===== src/rtl/switch_pre.sv =====
// switch_pre: ingress pre-processor of the switch core.
// Packs a byte-serial MAC frame into 128-bit cells for the ingress cell
// data FIFO and, once the frame has ended, writes one 16-bit descriptor to
// the ingress pointer FIFO. A frame that starts under backpressure is
// dropped whole.
//
// Ports
//   clk                    in   single rising-edge clock
//   rstn                   in   asynchronous reset, active HIGH (legacy name)
//   sof                    in   start of frame, qualified by dv on byte0
//   dv                     in   byte valid, high across the contiguous frame
//   din[7:0]               in   frame byte
//   i_cell_data_fifo_dout  out  cell data, byte k at [127-8k -: 8]
//   i_cell_data_fifo_wr    out  one-cycle cell write strobe
//   i_cell_ptr_fifo_dout   out  {portmap, 4'b0000, cell_cnt_m1}
//   i_cell_ptr_fifo_wr     out  one-cycle descriptor write strobe
//   i_cell_bp              in   FIFO backpressure, sampled at frame start
module switch_pre (
    input  logic         clk,
    input  logic         rstn,
    input  logic         sof,
    input  logic         dv,
    input  logic [7:0]   din,
    output logic [127:0] i_cell_data_fifo_dout,
    output logic         i_cell_data_fifo_wr,
    output logic [15:0]  i_cell_ptr_fifo_dout,
    output logic         i_cell_ptr_fifo_wr,
    input  logic         i_cell_bp
);

    localparam int unsigned CELL_W  = 128;
    localparam int unsigned DESC_W  = 16;
    localparam int unsigned CNT_W   = 12;
    localparam int unsigned SLOTS   = 16;
    localparam int unsigned ST_W    = 3;

    localparam logic [ST_W-1:0] ST_IDLE  = 3'd0;
    localparam logic [ST_W-1:0] ST_RECV  = 3'd1;
    localparam logic [ST_W-1:0] ST_FLUSH = 3'd2;
    localparam logic [ST_W-1:0] ST_PTR   = 3'd3;
    localparam logic [ST_W-1:0] ST_DROP  = 3'd4;

    logic [ST_W-1:0]   state_q, state_d;
    logic [CNT_W-1:0]  cnt_q, cnt_d;      // bytes received, modulo 4096
    logic              sat_q, sat_d;      // 4096 bytes reached; ignore the rest
    logic [3:0]        pm_q, pm_d;
    logic [CELL_W-1:0] buf_q, buf_d;
    logic [CELL_W-1:0] cell_q, cell_d;
    logic              cell_wr_q, cell_wr_d;
    logic [DESC_W-1:0] desc_q, desc_d;
    logic              desc_wr_q, desc_wr_d;

    logic [3:0]        slot;
    logic [CELL_W-1:0] buf_ins;
    logic [7:0]        cells_m1;
    logic [DESC_W-1:0] desc_val;

    // Current byte slot in the cell and the buffer with din placed there.
    always_comb begin
        slot    = cnt_q[3:0];
        buf_ins = buf_q;
        for (int k = 0; k < int'(SLOTS); k++) begin
            if (slot == 4'(k)) begin
                buf_ins[CELL_W-1-8*k -: 8] = din;
            end
        end
    end

    // Descriptor from the byte count; a saturated count always reports 255.
    always_comb begin
        cells_m1 = sat_q ? 8'hFF : 8'((cnt_q - CNT_W'(1)) >> 4);
        desc_val = {pm_q, 4'b0000, cells_m1};
    end

    // Next-state and registered-output logic.
    always_comb begin
        state_d   = state_q;
        cnt_d     = cnt_q;
        sat_d     = sat_q;
        pm_d      = pm_q;
        buf_d     = buf_q;
        cell_d    = cell_q;
        cell_wr_d = 1'b0;
        desc_d    = desc_q;
        desc_wr_d = 1'b0;

        case (state_q)
            ST_IDLE: begin
                if (sof && dv) begin
                    sat_d = 1'b0;
                    if (i_cell_bp) begin
                        cnt_d   = '0;
                        buf_d   = '0;
                        state_d = ST_DROP;
                    end else begin
                        pm_d    = din[3:0];
                        buf_d   = {din, (CELL_W-8)'(0)};
                        cnt_d   = CNT_W'(1);
                        state_d = ST_RECV;
                    end
                end
            end

            ST_RECV: begin
                if (dv) begin
                    if (!sat_q) begin
                        buf_d = buf_ins;
                        cnt_d = cnt_q + CNT_W'(1);
                        if (slot == 4'd15) begin
                            cell_d    = buf_ins;
                            cell_wr_d = 1'b1;
                            buf_d     = '0;
                        end
                        if (cnt_q == {CNT_W{1'b1}}) begin
                            sat_d = 1'b1;
                        end
                    end
                end else if (slot != 4'd0) begin
                    // Partial last cell goes out now; descriptor follows.
                    cell_d    = buf_q;
                    cell_wr_d = 1'b1;
                    state_d   = ST_FLUSH;
                end else begin
                    // Last cell was already full, so the descriptor goes
                    // out right behind it.
                    desc_d    = desc_val;
                    desc_wr_d = 1'b1;
                    state_d   = ST_PTR;
                end
            end

            ST_FLUSH: begin
                desc_d    = desc_val;
                desc_wr_d = 1'b1;
                buf_d     = '0;
                state_d   = ST_PTR;
            end

            ST_PTR: begin
                state_d = ST_IDLE;
            end

            ST_DROP: begin
                if (!dv) begin
                    state_d = ST_IDLE;
                end
            end

            default: begin
                state_d = ST_IDLE;
            end
        endcase
    end

    // State and output registers.
    always_ff @(posedge clk or posedge rstn) begin
        if (rstn) begin
            state_q   <= ST_IDLE;
            cnt_q     <= '0;
            sat_q     <= 1'b0;
            pm_q      <= '0;
            buf_q     <= '0;
            cell_q    <= '0;
            cell_wr_q <= 1'b0;
            desc_q    <= '0;
            desc_wr_q <= 1'b0;
        end else begin
            state_q   <= state_d;
            cnt_q     <= cnt_d;
            sat_q     <= sat_d;
            pm_q      <= pm_d;
            buf_q     <= buf_d;
            cell_q    <= cell_d;
            cell_wr_q <= cell_wr_d;
            desc_q    <= desc_d;
            desc_wr_q <= desc_wr_d;
        end
    end

    assign i_cell_data_fifo_dout = cell_q;
    assign i_cell_data_fifo_wr   = cell_wr_q;
    assign i_cell_ptr_fifo_dout  = desc_q;
    assign i_cell_ptr_fifo_wr    = desc_wr_q;

endmodule


===== config.mk =====
export PLATFORM = sky130hd
export DESIGN_NAME = switch_pre
export DESIGN_NICKNAME = d
export VERILOG_FILES = /design/src/rtl/switch_pre.sv
export SDC_FILE = /design/constraint.sdc
export NUM_CORES = 1
export LEC_CHECK = 0
export CAP_MARGIN = 10
export CORE_UTILIZATION = 30
export CTS_CLUSTER_SIZE = 30
export DETAILED_ROUTE_END_ITERATION = 6
export HOLD_SLACK_MARGIN = 0.03
export SLEW_MARGIN = 10
export SYNTH_ARGS = -nofsm -noshare
export SYNTH_HDL_FRONTEND = slang
export SYNTH_SLANG_ARGS = --single-unit

===== constraint.sdc =====
create_clock -name clk -period 11.5 [get_ports clk]
set_clock_uncertainty 0.15 [all_clocks]
set_input_delay 1.15 -clock clk [delete_from_list [all_inputs] [get_ports clk]]
set_output_delay 1.15 -clock clk [all_outputs]
set_load 0.03 [all_outputs]

== Yosys cells after proc, flatten, opt, wreduce, memory -nomap -nowiden ==
Cells that the tools add are included.

* Add/sub/neg operators: 2
* Equality and inequality tests: 27
* Muxes and demuxes: 54
* Bitwise logic cells: 1
* Reduce and logical (&&, ||, !) cells: 15

{| class="wikitable"
|+ Operators with widths
! cell !! number
|-
| 2-to-1 mux 128 bit || 9
|-
| one-hot mux 128 bit (3 select lines) || 1
|-
| 2-to-1 mux 8 bit || 17
|-
| 2-to-1 mux 12 bit || 3
|-
| equality test 4 bit (second input constant) || 8
|-
| 2-to-1 mux 16 bit || 2
|-
| one-hot mux 16 bit (2 select lines) || 1
|-
| one-hot mux 12 bit (2 select lines) || 1
|-
| equality test 4 x 3 -> 1 bit (second input constant) || 4
|-
| inequality test 2 bit (second input constant) || 7
|-
| 2-to-1 mux 1 bit || 13
|-
| adder 12 x 1 -> 12 bit (second input constant) || 1
|-
| equality test 12 bit (second input constant) || 1
|-
| 2-to-1 mux 3 bit || 4
|-
| one-hot mux 3 bit (4 select lines) || 1
|-
| AND reduction 3 bit || 4
|-
| AND reduction 4 bit || 3
|-
| subtractor 12 x 1 -> 12 bit (second input constant) || 1
|-
| equality test 4 x 2 -> 1 bit (second input constant) || 2
|-
| nonzero test 2 bit || 3
|-
| equality test 4 x 1 -> 1 bit (second input constant) || 1
|-
| logical NOT 4 bit || 1
|-
| one-hot mux 1 bit (2 select lines) || 2
|-
| nonzero test 4 bit || 1
|-
| 8 further kinds || 8
|}

* Register bits: 294
* Input port bits: 13
* Output and inout bits: 146

== Logic depth before layout (Yosys ltp) ==
Gate-level depths: netlist (run 1).

* Depth in word-level cells: 6
* Depth in mapped cells: 8
* Depth with buffers taken out: 6

== Worst setup path after synthesis (run 1) ==
Ideal clock, no wire load.

* Path type: input port to flip-flop
* Start point: in dv
* End point: reg buf_q[100]
* Setup time: 121 ps
* Arrival time: 2520 ps
* Required time: 11229 ps
* Path slack: 8709 ps
* Stages on the path: 7
* Path buffers: 3
* Cells stage by stage: buf_4 > and4bb_2 > o21ba_2 > buf_6 > nor4b_4 > buf_2 > a22o_1

* Word-level cells in the longest chain between the ends: 3
* Elaborated cells between the ends (all ways): 4
* Those cells by class: 2 x eq/ne; 2 x reduce/logical

{| class="wikitable"
|+ Ends and longest elaborated chain
! element !! line !! text
|-
| start: declaration || 22 || <nowiki>input logic dv,</nowiki>
|-
| logical AND 1 bit || 89 || <nowiki>if (sof && dv) begin</nowiki>
|-
| inequality test 2 bit (no source line) || - ||
|-
| AND reduction 4 bit (no source line) (*) || - ||
|-
| end signal: assignment || 172 || <nowiki>buf_q <= buf_d;</nowiki>
|-
| end: declaration || 47 || <nowiki>logic [CELL_W-1:0] buf_q, buf_d;</nowiki>
|}

Every way passes the cells marked *; elsewhere a longest branch is shown, timed or not.
A chain may end at the register's enable or synchronous reset.

== Worst setup path in the final report (run 1) ==
* Start point: in dv
* End point: reg cell_q[16] (netlist: i_cell_data_fifo_dout[16])

* Word-level cells in the longest chain between the ends: 2
* Elaborated cells between the ends (all ways): 5
* Those cells by class: 2 x eq/ne; 1 x mux; 2 x reduce/logical

{| class="wikitable"
|+ Ends and longest elaborated chain
! element !! line !! text
|-
| inequality test 2 x 1 -> 1 bit (no source line), or another cell as far along || - ||
|-
| AND reduction 4 bit (no source line) || - ||
|-
| end signal: assignment || 173 || <nowiki>cell_q <= cell_d;</nowiki>
|-
| end: declaration || 48 || <nowiki>logic [CELL_W-1:0] cell_q, cell_d;</nowiki>
|}

Parallel ways exist; a longest one is shown, timed or not.

==> results of run 1 <==
==> path summary, 6_finish.rpt <==
path                       startpoint                         to  slack, ns
setup / recovery                   dv  i_cell_data_fifo_dout[16]       7.88
hold / removal              buf_q[36]                  buf_q[36]       0.34
setup reg to reg             cnt_q[0]  i_cell_data_fifo_dout[16]       8.20
hold reg to reg             buf_q[36]                  buf_q[36]       0.34
max in group asynchronous        rstn                   buf_q[3]       8.50
min in group asynchronous        rstn  i_cell_data_fifo_dout[46]       1.08
==> power by group <==
group	switching, mW	leakage (nW)	internal (mW)	total (mW)
combinational	0.609	3.09	0.384	0.993
clock	0.424	0.597	0.740	1.16
sequential	0.0808	3.99	1.13	1.21
total	1.11	7.68	2.26	3.37
==> synth_stat cells (all sizes together), types with 4 or more instances <==
cell | instances | area, um^2
clkbuf | 29 | 109
dfrtp | 290 | 7260
buf | 54 | 328
or3 | 8 | 50.1
nor4b | 10 | 214
xnor2 | 5 | 43.8
a21oi | 17 | 88.8
nand2b | 5 | 31.3
inv | 10 | 37.5
or4 | 5 | 37.5
nor3 | 4 | 20.0
mux2 | 269 | 3030
nor2 | 8 | 30.0
nand3 | 15 | 80.1
a21boi | 8 | 60.1
o21ai | 10 | 53.8
nor3b | 5 | 68.8
ha | 5 | 62.6
o211ai | 13 | 97.6
nand4 | 6 | 37.5
a211oi | 4 | 35.0
and3b | 8 | 70.1
a22o | 120 | 1050
nand2 | 18 | 67.6
nor4 | 4 | 55.1
==> metrics by stage <==
| stage | setup WS, ns | util (%) | cell area (um^2) | std cells | hold slack, ns |
|---|---|---|---|---|---|
| 6_report | 7.88 | 38.2 | 16600 | 1705 | 0.343 |
| 5_1_grt | 7.77 | 38.2 | 16600 | 1705 | 0.357 |
| 4_1_cts | 7.92 | 38.2 | 16600 | 1705 | 0.347 |
| 3_5_place_dp | 7.40 | 35.4 | 15300 | 1647 | 0.326 |
| 3_3_place_gp | 7.42 | 35.4 | 15300 | 1647 | 0.328 |
| 2_1_floorplan | 2.19 | - | 13300 | 967 | 0.310 |
==> state kept, by name (all words and copies together), names as in the netlist <==
name / flops
buf_q: 128
i_cell_data_fifo_dout: 128
cnt_q: 12
i_cell_ptr_fifo_dout: 12
pm_q: 4
state_q: 3
i_cell_data_fifo_wr: 1
i_cell_ptr_fifo_wr: 1
sat_q: 1
==> area by class of cell <==
cell class	instances	area, um^2
clock buffers	46	997
clock inverters	12	216
fillers	4187	26800
inverters	10	45.0
multi-input cells	584	5590
flip-flops and latches	290	7260
well taps	585	732
repair buffers	178	1720
==> cells by family after synthesis <==
logic type | synth area share [%]
compound gates | 11.6
buf+inv | 3.57
fa+ha+maj | 0.471
simple gates | 6.52
flops | 54.6
other cells | 0.0282
mux | 22.8
xor+xnor | 0.461
==> per-layer routing <==
| metal | wire [um] | part of all wire (%) |
|---|---|---|
| met1 | 16800 | 45 |
| met2 | 17500 | 48 |
| met3 | 1620 | 4.4 |
| met4 | 984 | 2.7 |
| met5 | 0 | 0 |
==> critical path, stage by stage <==
cell and delay, ns:
clkdlybuf4s50_1 0.46, buf_4 0.32, a21oi_1 0.12, o21ai_4 0.15, buf_4 0.41, buf_4 0.73
mux2_2 0.42
==> flow_metrics.env, run 1 <==
export IMPL_status="finished, final reports clean"
export IMPL_dr_first_iter_drc_count=587
export IMPL_period_minus_slack_ns=3.62
export IMPL_cts_buffer_depth=3
export IMPL_antenna_found_initial=0
export IMPL_synth_edf_count=0
export IMPL_layout_common_cells="290 x dfrtp_1, 269 x mux2_2, 154 x clkdlybuf4s50_1"
export IMPL_hpwlAfterDp_mm=23.1
export IMPL_p_per_area_mw_per_mm2=204
export IMPL_gp_congestion=0.767
export IMPL_grt_pass1_vias=8987
export IMPL_path_max_fanout=64
export IMPL_postCtsSetupBuffers=0
export IMPL_io_pins=159
export IMPL_die_area_mm2=0.0451
export IMPL_post_drt_wl_per_cell_um=21.7
export IMPL_min_path_type="reg -> reg"
export IMPL_avgSynthCellArea_um2=13.8
export IMPL_crit_arrival_ns=3.86
export IMPL_drt_pass1_iter_count=5
export IMPL_rows=76
export IMPL_root_buffer="clkbuf_16"
export IMPL_area_growth_syn_to_layout_pct=24.6
export IMPL_hold_viol_final=0
export IMPL_yosysWarnings=0
export IMPL_met3_usage_pct=3.15
export IMPL_postRouteWirelength_mm=36.9
export IMPL_grt_overflow=0
export IMPL_synthCells=964
export IMPL_cp_data_required_time_ns=11.74
export IMPL_grt_use_met2_pct=26.5
export IMPL_vias=8516
export IMPL_layout_nets=1116
export IMPL_cts_sink_count=290
export IMPL_final_common_cell="dfrtp_1"
export IMPL_cts_buffers=34
export IMPL_core_mm2=0.0434
export IMPL_setup_viol=0
export IMPL_clk_latency_ns=0.52
export IMPL_start_kind="input pin"
export IMPL_cts_tree="built"
export IMPL_grt_setup_unrepaired="no"
export IMPL_ys_seq_area_share_pct=54.6
export IMPL_power_mw=3.37
export IMPL_grt_busiest_layer="met2"
export IMPL_vias_per_cell=4.99
export IMPL_port_buffers=154
export IMPL_ctsHtreeMaxLevel=2
export IMPL_drive_gt1_share_pct=33.4
export IMPL_die_width_um=212
export IMPL_clk_pin_slew_worst_paths_ns=0.06
export IMPL_synth_cell_types=57
export IMPL_slew_viol_final=0
export IMPL_setup_tns_ns=0
export IMPL_worst_pin_slew_ns=1.05
export IMPL_fin_crit_sh_pct=31.5
export IMPL_grt_usage_pct=16.5
export IMPL_async_flop_share_pct=100
export IMPL_postCtsResizedCells=0
export IMPL_leakage_nw=7.68
export IMPL_start_util_pct=30.7
export IMPL_diodes=0
export IMPL_whs_path_depth=1
export IMPL_synth_area_mm2=0.0133
export IMPL_synth_flop_cell="dfrtp_1"
export IMPL_die_y_um=212
export IMPL_critPathKind="in -> reg"
export IMPL_end_kind="flip-flop"
export IMPL_hold_buffers=0
export IMPL_synth_seq_cells=290
export IMPL_globalRouteMet1Util_pct=22.3
export IMPL_grt_pass1_wl_mm=56.4
export IMPL_detail_route_antenna_nets=0
export IMPL_grt_max_degree=130
export IMPL_cap_viol_max_count=0
export IMPL_max_freq_mhz=276
export IMPL_r2r_cells=7
export IMPL_drc=0
export IMPL_ir_drop_uv=81.9
export IMPL_maxSlewHeadroom_pct=29.8
No activity file was read; power rests on OpenSTA's default activity.
==> inputs of run 2 (changes only) <==
==> constraint.sdc (replaced) <==
create_clock -name clk -period 3.6 [get_ports clk]
set_clock_uncertainty 0.15 [all_clocks]
set_input_delay 0.36 -clock clk [delete_from_list [all_inputs] [get_ports clk]]
set_output_delay 0.36 -clock clk [all_outputs]
set_load 0.03 [all_outputs]
==> run 2 against run 1 <==
- via count grew 0.89%
- worst setup slack lost 7.4 ns
- first-iteration DRC count grew 18%
- critical path depth shrank 3
- total power grew to 3.1 times the previous value
- sequential power grew to 3.2 times the previous value
- count of clock-buffer cells in the layout shrank 2
- register-to-register slack lost 7.7 ns
- utilization shrank 0.084 points
- flip-flop and latch count is the same
==> flow_metrics.env, run 2 (synthesis results as in run 1) <==
export IMPL_status="finished, final reports clean"
export IMPL_path_max_fanout=16
export IMPL_hpwlAfterDp_mm=23.4
export IMPL_hold_ws_ns=0.345
export IMPL_final_common_cell="dfrtp_1"
export IMPL_grt_max_degree=122
export IMPL_clk_latency_ns=0.55
export IMPL_wl_met1_mm=16.9
export IMPL_vias_per_cell=5.04
export IMPL_power_mw=10.5
export IMPL_die_width_um=212
export IMPL_dr_wl_met2_mm=18.0
export IMPL_min_path_type="reg -> reg"
export IMPL_setup_tns_ns=0
export IMPL_critPathKind="reg -> reg"
export IMPL_maxSlewHeadroom_pct=19.8
export IMPL_highest_layer="met4"
export IMPL_grt_usage_pct=16.3
export IMPL_postCtsResizedCells=0
export IMPL_io_pins=159
export IMPL_layout_common_cells="290 x dfrtp_1, 269 x mux2_2, 154 x clkdlybuf4s50_1"
export IMPL_max_freq_mhz=324
export IMPL_drc=0
export IMPL_wl_met3_mm=1.45
export IMPL_grt_pass1_vias=8850
export IMPL_crit_reg2reg_launch="state_q[0]"
export IMPL_dr_first_iter_drc_count=694
export IMPL_critical_path_cell_chain="nor3b_4 > nand2_2 > nor4b_4 > a22o_1"
export IMPL_crit_arrival_ns=3.42
export IMPL_p_per_area_mw_per_mm2=635
export IMPL_fin_crit_sh_pct=85.8
export IMPL_crit_path_start="state_q[0]"
export IMPL_fin_ws_ns=0.512
export IMPL_cts_tree="built"
export IMPL_cts_buffers=31
export IMPL_cp_slowest_cell="nor4b_4"
export IMPL_drive_gt1_share_pct=33.3
export IMPL_postRouteWirelength_mm=36.9
export IMPL_hold_viol_final=0
export IMPL_start_util_pct=30.7
export IMPL_worst_pin_slew_ns=1.20
export IMPL_detail_route_antenna_nets=0
export IMPL_end_kind="flip-flop"
export IMPL_leakage_nw=7.66
export IMPL_cp_endpoint="buf_q[81]"
export IMPL_port_buffers=154
export IMPL_cap_viol_max_count=0
export IMPL_setup_viol=0
export IMPL_die_y_um=212
export IMPL_r2r_cells=4
export IMPL_start_kind="flip-flop"
export IMPL_antenna_found_initial=0
export IMPL_cp_data_required_time_ns=3.94
export IMPL_slew_viol_final=0
export IMPL_vias=8592
export IMPL_core_mm2=0.0434
export IMPL_area_growth_syn_to_layout_pct=24.3
export IMPL_dpl_worst_slack_ns=0.318
export IMPL_post_drt_wl_per_cell_um=21.7
export IMPL_layout_nets=1116
export IMPL_ctsHtreeMaxLevel=1
export IMPL_grt_setup_unrepaired="no"
export IMPL_ff2ff_setup_slack_ns=0.51
export IMPL_gp_congestion=0.783
export IMPL_period_minus_slack_ns=3.09
export IMPL_die_area_mm2=0.0451
export IMPL_grt_pass1_wl_mm=56.0
export IMPL_grt_overflow=0
export IMPL_cts_sink_count=290
export IMPL_fin_util_pct=38.1
export IMPL_rows=76
export IMPL_ir_drop_uv=350
export IMPL_max_stage_delay_ns=1.09
export IMPL_cts_buffer_depth=3
export IMPL_root_buffer="clkbuf_16"
export IMPL_clk_pin_slew_worst_paths_ns=0.06
export IMPL_drt_pass1_iter_count=5
export IMPL_r2r_end="buf_q[81]"
run 2: how the worst min path moves through the flow:
stage | start | endpoint | depth (start not counted)
after floorplan | buf_q[24] | buf_q[24] | 1
after global placement | buf_q[84] | buf_q[84] | 1
after detailed placement | buf_q[111] | buf_q[111] | 1
after CTS | buf_q[94] | buf_q[94] | 1
after global routing | buf_q[33] | buf_q[33] | 1
final | buf_q[94] | buf_q[94] | 1
run 2: layout make-up:
type / instances / area (um^2)
repair buffers: 181 / 1810
multi-input cells: 584 / 5590
well taps: 585 / 732
flip-flops and latches: 290 / 7260
clock buffers: 44 / 935
fillers: 4201 / 26800
inverters: 10 / 41.3
diodes: 1 / 2.50
clock inverters: 10 / 153
run 2: worst max-delay path: cells and delay by family, from the launching register on:
kind / cells / cell delay (ns)
simple gates: 3 / 1.95
compound gates: 1 / 0.29
flops: 1 / 0.62
run 2: repair_timing:
item,4_1_cts,5_1_grt
hold endpoints to repair,3,0
hold buffers,1,0
setup buffers,0,0
run 2: power by group:
| part | internal [mW] | total [mW] | switching (mW) |
|---|---|---|---|
| clock | 2.07 | 3.37 | 1.30 |
| sequential | 3.62 | 3.90 | 0.284 |
| combinational | 1.27 | 3.21 | 1.95 |
run 2: through the flow:
step,instances,instance area [um^2]
after floorplan,967,13300
after global placement,1648,15400
after detailed placement,1648,15400
after CTS,1703,16500
after global routing,1704,16500
final,1705,16500
run 2: per-layer routing:
metal	track usage [%]	vias up
li1	-	3859
met1	22.5	4504
met2	27.2	183
met3	2.25	46
met4	3.60	0
met5	0	-
==> inputs of run 3 (changes only) <==
--- a/config.mk
+++ b/config.mk
@@ -10,7 +10,7 @@
 export CTS_CLUSTER_SIZE = 30
 export DETAILED_ROUTE_END_ITERATION = 6
 export HOLD_SLACK_MARGIN = 0.03
-export SLEW_MARGIN = 10
+export SLEW_MARGIN = 0
 export SYNTH_ARGS = -nofsm -noshare
 export SYNTH_HDL_FRONTEND = slang
 export SYNTH_SLANG_ARGS = --single-unit
==> results of run 3 <==
Final layout, timing and power as in run 2 (identical DEF).
